### src/rtl/vx_dispatch_batcher.sv
// vx_dispatch_batcher: routes each issued instruction to one execution unit and
// splits its NUM_THREADS-wide operand vector into NUM_LANES-wide batches.
// Each unit owns an elastic buffer of BUF_SIZE entries.
// Optional feature macro: DISPATCH_BATCH_SKIP_EN. When defined, batches whose
// thread-mask slice is all-zero are not emitted.
module vx_dispatch_batcher #(
    parameter int NUM_UNITS   = 4,
    parameter int NUM_THREADS = 8,
    parameter int NUM_LANES   = 4,
    parameter int DATAW       = 32,
    parameter int HDRW        = 64,
    parameter int BUF_SIZE    = 2,
    localparam int NB = NUM_THREADS / NUM_LANES,
    localparam int BW = (NB > 1) ? $clog2(NB) : 1,
    localparam int UW = (NUM_UNITS > 1) ? $clog2(NUM_UNITS) : 1,
    localparam int TW = (NUM_THREADS > 1) ? $clog2(NUM_THREADS) : 1
) (
    input  logic                               clk,
    input  logic                               reset,
    input  logic                               in_valid,
    output logic                               in_ready,
    input  logic [UW-1:0]                      in_unit,
    input  logic [NUM_THREADS-1:0]             in_tmask,
    input  logic [NUM_THREADS*DATAW-1:0]       in_data,
    input  logic [HDRW-1:0]                    in_hdr,
    output logic [NUM_UNITS-1:0]               out_valid,
    input  logic [NUM_UNITS-1:0]               out_ready,
    output logic [NUM_UNITS*NUM_LANES-1:0]     out_tmask,
    output logic [NUM_UNITS*NUM_LANES*DATAW-1:0] out_data,
    output logic [NUM_UNITS*HDRW-1:0]          out_hdr,
    output logic [NUM_UNITS*BW-1:0]            out_pid,
    output logic [NUM_UNITS-1:0]               out_sop,
    output logic [NUM_UNITS-1:0]               out_eop,
    output logic [NUM_UNITS*TW-1:0]            out_last_tid,
    output logic                               err_bad_unit
);

    localparam int PW = (BUF_SIZE > 1) ? $clog2(BUF_SIZE) : 1;
    localparam int CW = $clog2(BUF_SIZE + 1);

    typedef struct packed {
        logic [NUM_LANES-1:0]       tmask;
        logic [NUM_LANES*DATAW-1:0] data;
        logic [HDRW-1:0]            hdr;
        logic [BW-1:0]              pid;
        logic                       sop;
        logic                       eop;
        logic [TW-1:0]              last_tid;
    } entry_t;

    logic [BW-1:0]        batch_idx;
    logic [BW-1:0]        cur_b;
    logic [BW-1:0]        first_b;
    logic [BW-1:0]        last_b;
    logic [TW-1:0]        last_tid;
    logic [31:0]          unit_ext;
    logic                 bad_unit;
    logic                 sel_can_push;
    logic [NUM_UNITS-1:0] can_push;
    logic [NUM_UNITS-1:0] push;
    logic [NUM_UNITS-1:0] pop;
    entry_t               push_entry;

    entry_t               mem   [NUM_UNITS][BUF_SIZE];
    logic [PW-1:0]        head  [NUM_UNITS];
    logic [PW-1:0]        tail  [NUM_UNITS];
    logic [CW-1:0]        count [NUM_UNITS];

    function automatic logic [PW-1:0] next_ptr(input logic [PW-1:0] p);
        return (int'(p) == BUF_SIZE - 1) ? '0 : p + PW'(1);
    endfunction

    assign unit_ext = 32'(in_unit);
    assign bad_unit = in_valid && (unit_ext >= 32'(NUM_UNITS));

    // Highest active thread of the whole instruction (0 for an empty mask).
    // NOTE: combinational blocks use blocking '=' and assign every output a default first, so no latch is inferred.
    always_comb begin
        last_tid = '0;
        for (int t = 0; t < NUM_THREADS; t++)
            if (in_tmask[t]) last_tid = TW'(t);
    end

`ifdef DISPATCH_BATCH_SKIP_EN
    logic [NB-1:0] slice_nz;

    // Pick the batch to emit now: next non-empty slice at or after batch_idx.
    always_comb begin
        slice_nz = '0;
        for (int b = 0; b < NB; b++)
            slice_nz[b] = |in_tmask[b*NUM_LANES +: NUM_LANES];
        first_b = '0;
        last_b  = '0;
        cur_b   = batch_idx;
        for (int b = NB - 1; b >= 0; b--)
            if (slice_nz[b]) first_b = BW'(b);
        for (int b = 0; b < NB; b++)
            if (slice_nz[b]) last_b = BW'(b);
        for (int b = NB - 1; b >= 0; b--)
            if (slice_nz[b] && b >= int'(batch_idx)) cur_b = BW'(b);
    end
`else
    // Every batch is emitted in order, empty ones included.
    always_comb begin
        first_b = '0;
        last_b  = BW'(NB - 1);
        cur_b   = batch_idx;
    end
`endif

    // Assemble the batch entry for the currently selected slice.
    always_comb begin
        push_entry.tmask    = in_tmask[int'(cur_b)*NUM_LANES +: NUM_LANES];
        push_entry.data     = in_data[int'(cur_b)*NUM_LANES*DATAW +: NUM_LANES*DATAW];
        push_entry.hdr      = in_hdr;
        push_entry.pid      = cur_b;
        push_entry.sop      = (cur_b == first_b);
        push_entry.eop      = (cur_b == last_b);
        push_entry.last_tid = last_tid;
    end

    // Per-unit push/pop handshakes; a full buffer may still accept while popping.
    always_comb begin
        push         = '0;
        pop          = '0;
        can_push     = '0;
        sel_can_push = 1'b0;
        for (int u = 0; u < NUM_UNITS; u++) begin
            pop[u]      = (count[u] != '0) && out_ready[u];
            can_push[u] = (count[u] < CW'(BUF_SIZE)) || pop[u];
            if (unit_ext == 32'(u)) sel_can_push = can_push[u];
            push[u]     = in_valid && !bad_unit && (unit_ext == 32'(u)) && can_push[u];
        end
    end

    assign in_ready = in_valid && (bad_unit || (sel_can_push && (cur_b == last_b)));

    // Batch counter and sticky bad-unit flag.
    // NOTE: sequential state is updated with non-blocking '<=' so every flop samples pre-edge values.
    always_ff @(posedge clk or negedge reset) begin
        if (!reset) begin
            batch_idx    <= '0;
            err_bad_unit <= 1'b0;
        end else begin
            if (bad_unit) err_bad_unit <= 1'b1;
            if (in_valid && !bad_unit && sel_can_push)
                batch_idx <= (cur_b == last_b) ? '0 : cur_b + BW'(1);
        end
    end

    // Buffer pointers and occupancy.
    always_ff @(posedge clk or negedge reset) begin
        if (!reset) begin
            for (int u = 0; u < NUM_UNITS; u++) begin
                head[u]  <= '0;
                tail[u]  <= '0;
                count[u] <= '0;
            end
        end else begin
            for (int u = 0; u < NUM_UNITS; u++) begin
                if (push[u]) tail[u] <= next_ptr(tail[u]);
                if (pop[u])  head[u] <= next_ptr(head[u]);
                if (push[u] && !pop[u])      count[u] <= count[u] + CW'(1);
                else if (!push[u] && pop[u]) count[u] <= count[u] - CW'(1);
            end
        end
    end

    // Buffer storage.
    // NOTE: storage has no reset; outputs are forced to zero while a buffer is empty, so stale contents never escape.
    always_ff @(posedge clk) begin
        for (int u = 0; u < NUM_UNITS; u++)
            if (push[u]) mem[u][tail[u]] <= push_entry;
    end

    // Present each buffer head, zeroed when the buffer is empty.
    always_comb begin
        out_valid    = '0;
        out_tmask    = '0;
        out_data     = '0;
        out_hdr      = '0;
        out_pid      = '0;
        out_sop      = '0;
        out_eop      = '0;
        out_last_tid = '0;
        for (int u = 0; u < NUM_UNITS; u++) begin
            out_valid[u] = (count[u] != '0);
            if (out_valid[u]) begin
                out_tmask[u*NUM_LANES +: NUM_LANES]             = mem[u][head[u]].tmask;
                out_data[u*NUM_LANES*DATAW +: NUM_LANES*DATAW]  = mem[u][head[u]].data;
                out_hdr[u*HDRW +: HDRW]                         = mem[u][head[u]].hdr;
                out_pid[u*BW +: BW]                             = mem[u][head[u]].pid;
                out_sop[u]                                      = mem[u][head[u]].sop;
                out_eop[u]                                      = mem[u][head[u]].eop;
                out_last_tid[u*TW +: TW]                        = mem[u][head[u]].last_tid;
            end
        end
    end

endmodule

### config.mk
export PLATFORM = sky130hd
export DESIGN_NAME = vx_dispatch_batcher
export DESIGN_NICKNAME = d
export VERILOG_FILES = /design/src/rtl/vx_dispatch_batcher.sv
export SDC_FILE = /design/constraint.sdc
export NUM_CORES = 2
export LEC_CHECK = 0
export BUFFER_PORTS_ARGS = -buffer_cell sky130_fd_sc_hd__buf_2
export CAP_MARGIN = 20
export CORE_AREA = 2 2 443 445
export CTS_CLUSTER_DIAMETER = 60
export DETAILED_ROUTE_END_ITERATION = 16
export DIE_AREA = 0 0 445 447
export SLEW_MARGIN = 20
export SYNTH_ARGS = -nofsm -noshare
export SYNTH_HDL_FRONTEND = slang
export SYNTH_SLANG_ARGS = --single-unit
### constraint.sdc
create_clock -name clk -period 22.6 [get_ports clk]
set_input_delay 2.26 -clock clk [delete_from_list [all_inputs] [get_ports clk]]
set_output_delay 2.26 -clock clk [all_outputs]
set_load 0.005 [all_outputs]
==> flow_summary.json <==
{
  "area_delta_synth_final_pct": 21.4,
  "ys_ff_latch": 1625,
  "antenna_found_initial": 12,
  "synth_edf_count": 1608,
  "leakagePower_nw": 30.2,
  "dr.pass1.iters": 7,
  "min_period_ns": 6.69,
  "clk_pin_slew_worst_paths_ns": 0.06,
  "pre_cts_slack_ns": 16.68,
  "grt_max_degree": 112,
  "die_height_um": 447,
  "initial_core_util_pct": 32.8,
  "path_max_fanout": 49,
  "crit_path_start": "head[1]",
  "antenna_left": 0,
  "grt_pass1_wl_um": 266000,
  "cp-endpoint": "out_data[302]",
  "yosysMostFrequentCell": "edfxtp_1",
  "cts_buffer_depth": 3,
  "yosysTopAreaCell": "edfxtp_1",
  "slowest_delay_ns": 1.11,
  "reg2reg_from": "count[7]",
  "reg2reg_slack_ns": 18.84,
  "finalSetupTns_ns": 0,
  "synth_commonest_cells": "edfxtp_1, nor2_1, mux2i_1",
  "num_rows": 162,
  "grt_pass1_vias": 35585,
  "ys_top_cells_by_area": "edfxtp_1, mux2i_1, nor2_1, buf_6, mux2_2",
  "synthCells": 3643,
  "reg2reg_depth": 5,
  "die_w_um": 445,
  "tritoncts": "done",
  "num-fill-cells": 17948,
  "synth_cell_types": 35,
  "dieArea_um2": 199000,
  "vias_per_cell": 4.83,
  "maxSlewViolCount": 0,
  "ctsHoldBuffers": 0,
  "vias": 36297,
  "drc": 0,
  "cp.required_ns": 20.34,
  "synth_flop_cell": "edfxtp_1",
  "io_pins": 1151,
  "fin_skew_ns": 0.0302,
  "htreeDepth": 4,
  "drive_above_1_share_pct": 32.4,
  "rsz0062_at_grt": "false",
  "timing.final.crit_share_pct": 29.6,
  "worstPathCellList": "buf_4, buf_4, mux2i_1, nor2_1, buf_2",
  "grt_remaining_overflow": 0,
  "critPathKind": "reg -> out",
  "grt.total_usage_pct": 18.6,
  "critical_path.reg2reg.endpoint": "mem[0][335]",
  "drv_cap": 0,
  "synth.yosys.seq_area_share_pct": 76.6,
  "critPathSlowestCell": "dfrtp_4",
  "synth-async-reset-ratio_pct": 1.05,
  "critPathArrivalTime_ns": 4.43,
  "end_kind": "output pin",
  "post_cts_buffers": 0,
  "syn_avg_cell_area_um2": 17.5,
  "worst_path_most_repeated_cell": "buf_4",
  "finalSetupViolCount": 0,
  "worst_slack_ns": 15.91,
  "worstMarginPinSlew_ns": 1.13,
  "fmax_mhz": 150,
  "io_buffers": 1149,
  "coreArea_um2": 194000,
  "gp_congestion": 0.841,
  "synth_top_area_share_pct": 75.9,
  "drt_wl_total_um": 193000,
  "nNetsFinal": 5165,
  "yosys_warnings": 0,
  "relSlewSlack_pct": 24.8,
  "hold_violations": 0,
  "hold_class": "reg -> reg",
  "vdd_ir_drop_max_mv": 0.0707,
  "detail_route.iter0.violations": 2934,
  "setup.worst_path.start_class": "flip-flop",
  "synth_area_um2": 63600,
  "dp_hpwl_um": 125000,
  "clock-sinks": 1625,
  "synth_nets": 3984,
  "wl_per_cell_um": 25.6,
  "clock-root-buffer": "clkbuf_16",
  "clock_latency_ns": 0.82,
  "power.density_nw_per_um2": 131,
  "status": "completed",
  "cts_buffers": 173,
  "ctsResizeCount": 0
}
==> how the worst min path moves through the flow <==
stage	start	endpoint	slack [ns]	cells after the start
floorplan	tail[0]	tail[0]	0.46	1
global placement	count[5]	count[5]	0.53	1
detailed placement	tail[2]	tail[2]	0.53	1
CTS	tail[2]	tail[2]	0.55	1
global route	tail[2]	tail[2]	0.56	1
finish	tail[2]	tail[2]	0.55	1
==> metrics by stage <==
stage | total power (W) | hold WS (ns) | util (%) | cells | area (um2)
2_1_floorplan | 0.00582 | 0.455 | - | 3643 | 63600
3_3_place_gp | 0.00737 | 0.526 | 36.8 | 7191 | 71500
3_5_place_dp | 0.00740 | 0.533 | 36.8 | 7191 | 71500
4_1_cts | 0.0102 | 0.546 | 39.8 | 7509 | 77200
5_1_grt | 0.0105 | 0.564 | 39.8 | 7517 | 77200
6_report | 0.0101 | 0.548 | 39.8 | 7519 | 77200
==> final cells by class <==
class	count	area (um2)	share of cell area, %
antenna	10	25.0	0.0324
clock buffer	217	4590	5.94
clock inverter	101	1090	1.42
inverter	7	26.3	0.0340
multi-input combinational	1810	13300	17.2
sequential	1625	48700	63.1
tap	2542	3180	4.12
timing repair buffer	1207	6270	8.12
==> placed cells by master, fill, tap and decap left out, drive strengths merged, types with 2 or more instances in the layout <==
| cell | synthesis | final |
|---|---|---|
| bufinv | 0 | 14 |
| clkinvlp | 0 | 8 |
| nand2 | 8 | 8 |
| nor2 | 815 | 815 |
| diode | 0 | 10 |
| ha | 4 | 4 |
| xor2 | 12 | 12 |
| o21ai | 2 | 2 |
| a21oi | 2 | 2 |
| mux2i | 805 | 805 |
| inv | 7 | 21 |
| clkbuf | 3 | 217 |
| clkinv | 0 | 65 |
| buf | 198 | 1207 |
| dfrtp | 17 | 17 |
| nor2b | 5 | 5 |
| edfxtp | 1608 | 1608 |
| mux2 | 131 | 131 |
| xnor2 | 9 | 9 |
| and2 | 5 | 5 |
==> critical path: cells and delay by family (launching register included) <==
kind | cells | cell delay (ns)
buf+inv | 3 | 1.84
flops | 1 | 1.11
mux | 1 | 0.17
simple gates | 1 | 0.31
==> power by group <==
| group | internal, W | leakage (nW) | switching (W) |
|---|---|---|---|
| Combinational | 0.00124 | 12.7 | 0.00217 |
| Sequential | 0.00371 | 14.8 | 0.000146 |
| Clock | 0.00162 | 2.75 | 0.00120 |
==> state kept, by name (all words and copies together), names as in the netlist <==
name	flops
count	8
mem	1608
batch_idx	1
tail	4
head	4
==> metal layers <==
metal  GRT usage, %  vias to the layer above  routed length [um]  part of all wire, %
li1               -                    15932                   -                    -
met1           22.8                    18773               75800                   39
met2           32.3                     1360               98900                   51
met3           3.97                      232               12200                  6.3
met4           6.68                        0                5920                  3.1
met5              0                        -                   0                    0
==> cells by family (layout without fill, tap and decap cells) <==
logic type      after synthesis  in the layout  share of synthesized area, %
flops                      1625           1625                          76.6
compound gates                6              6                        0.0669
xor+xnor                     21             21                         0.289
other cells                   1             11                       0.00590
mux                         936            936                          15.3
simple gates                842            842                          5.11
fa+ha+maj                     4              4                        0.0787
buf+inv                     208           1532                          2.60
(Power assumes the default switching activity.)
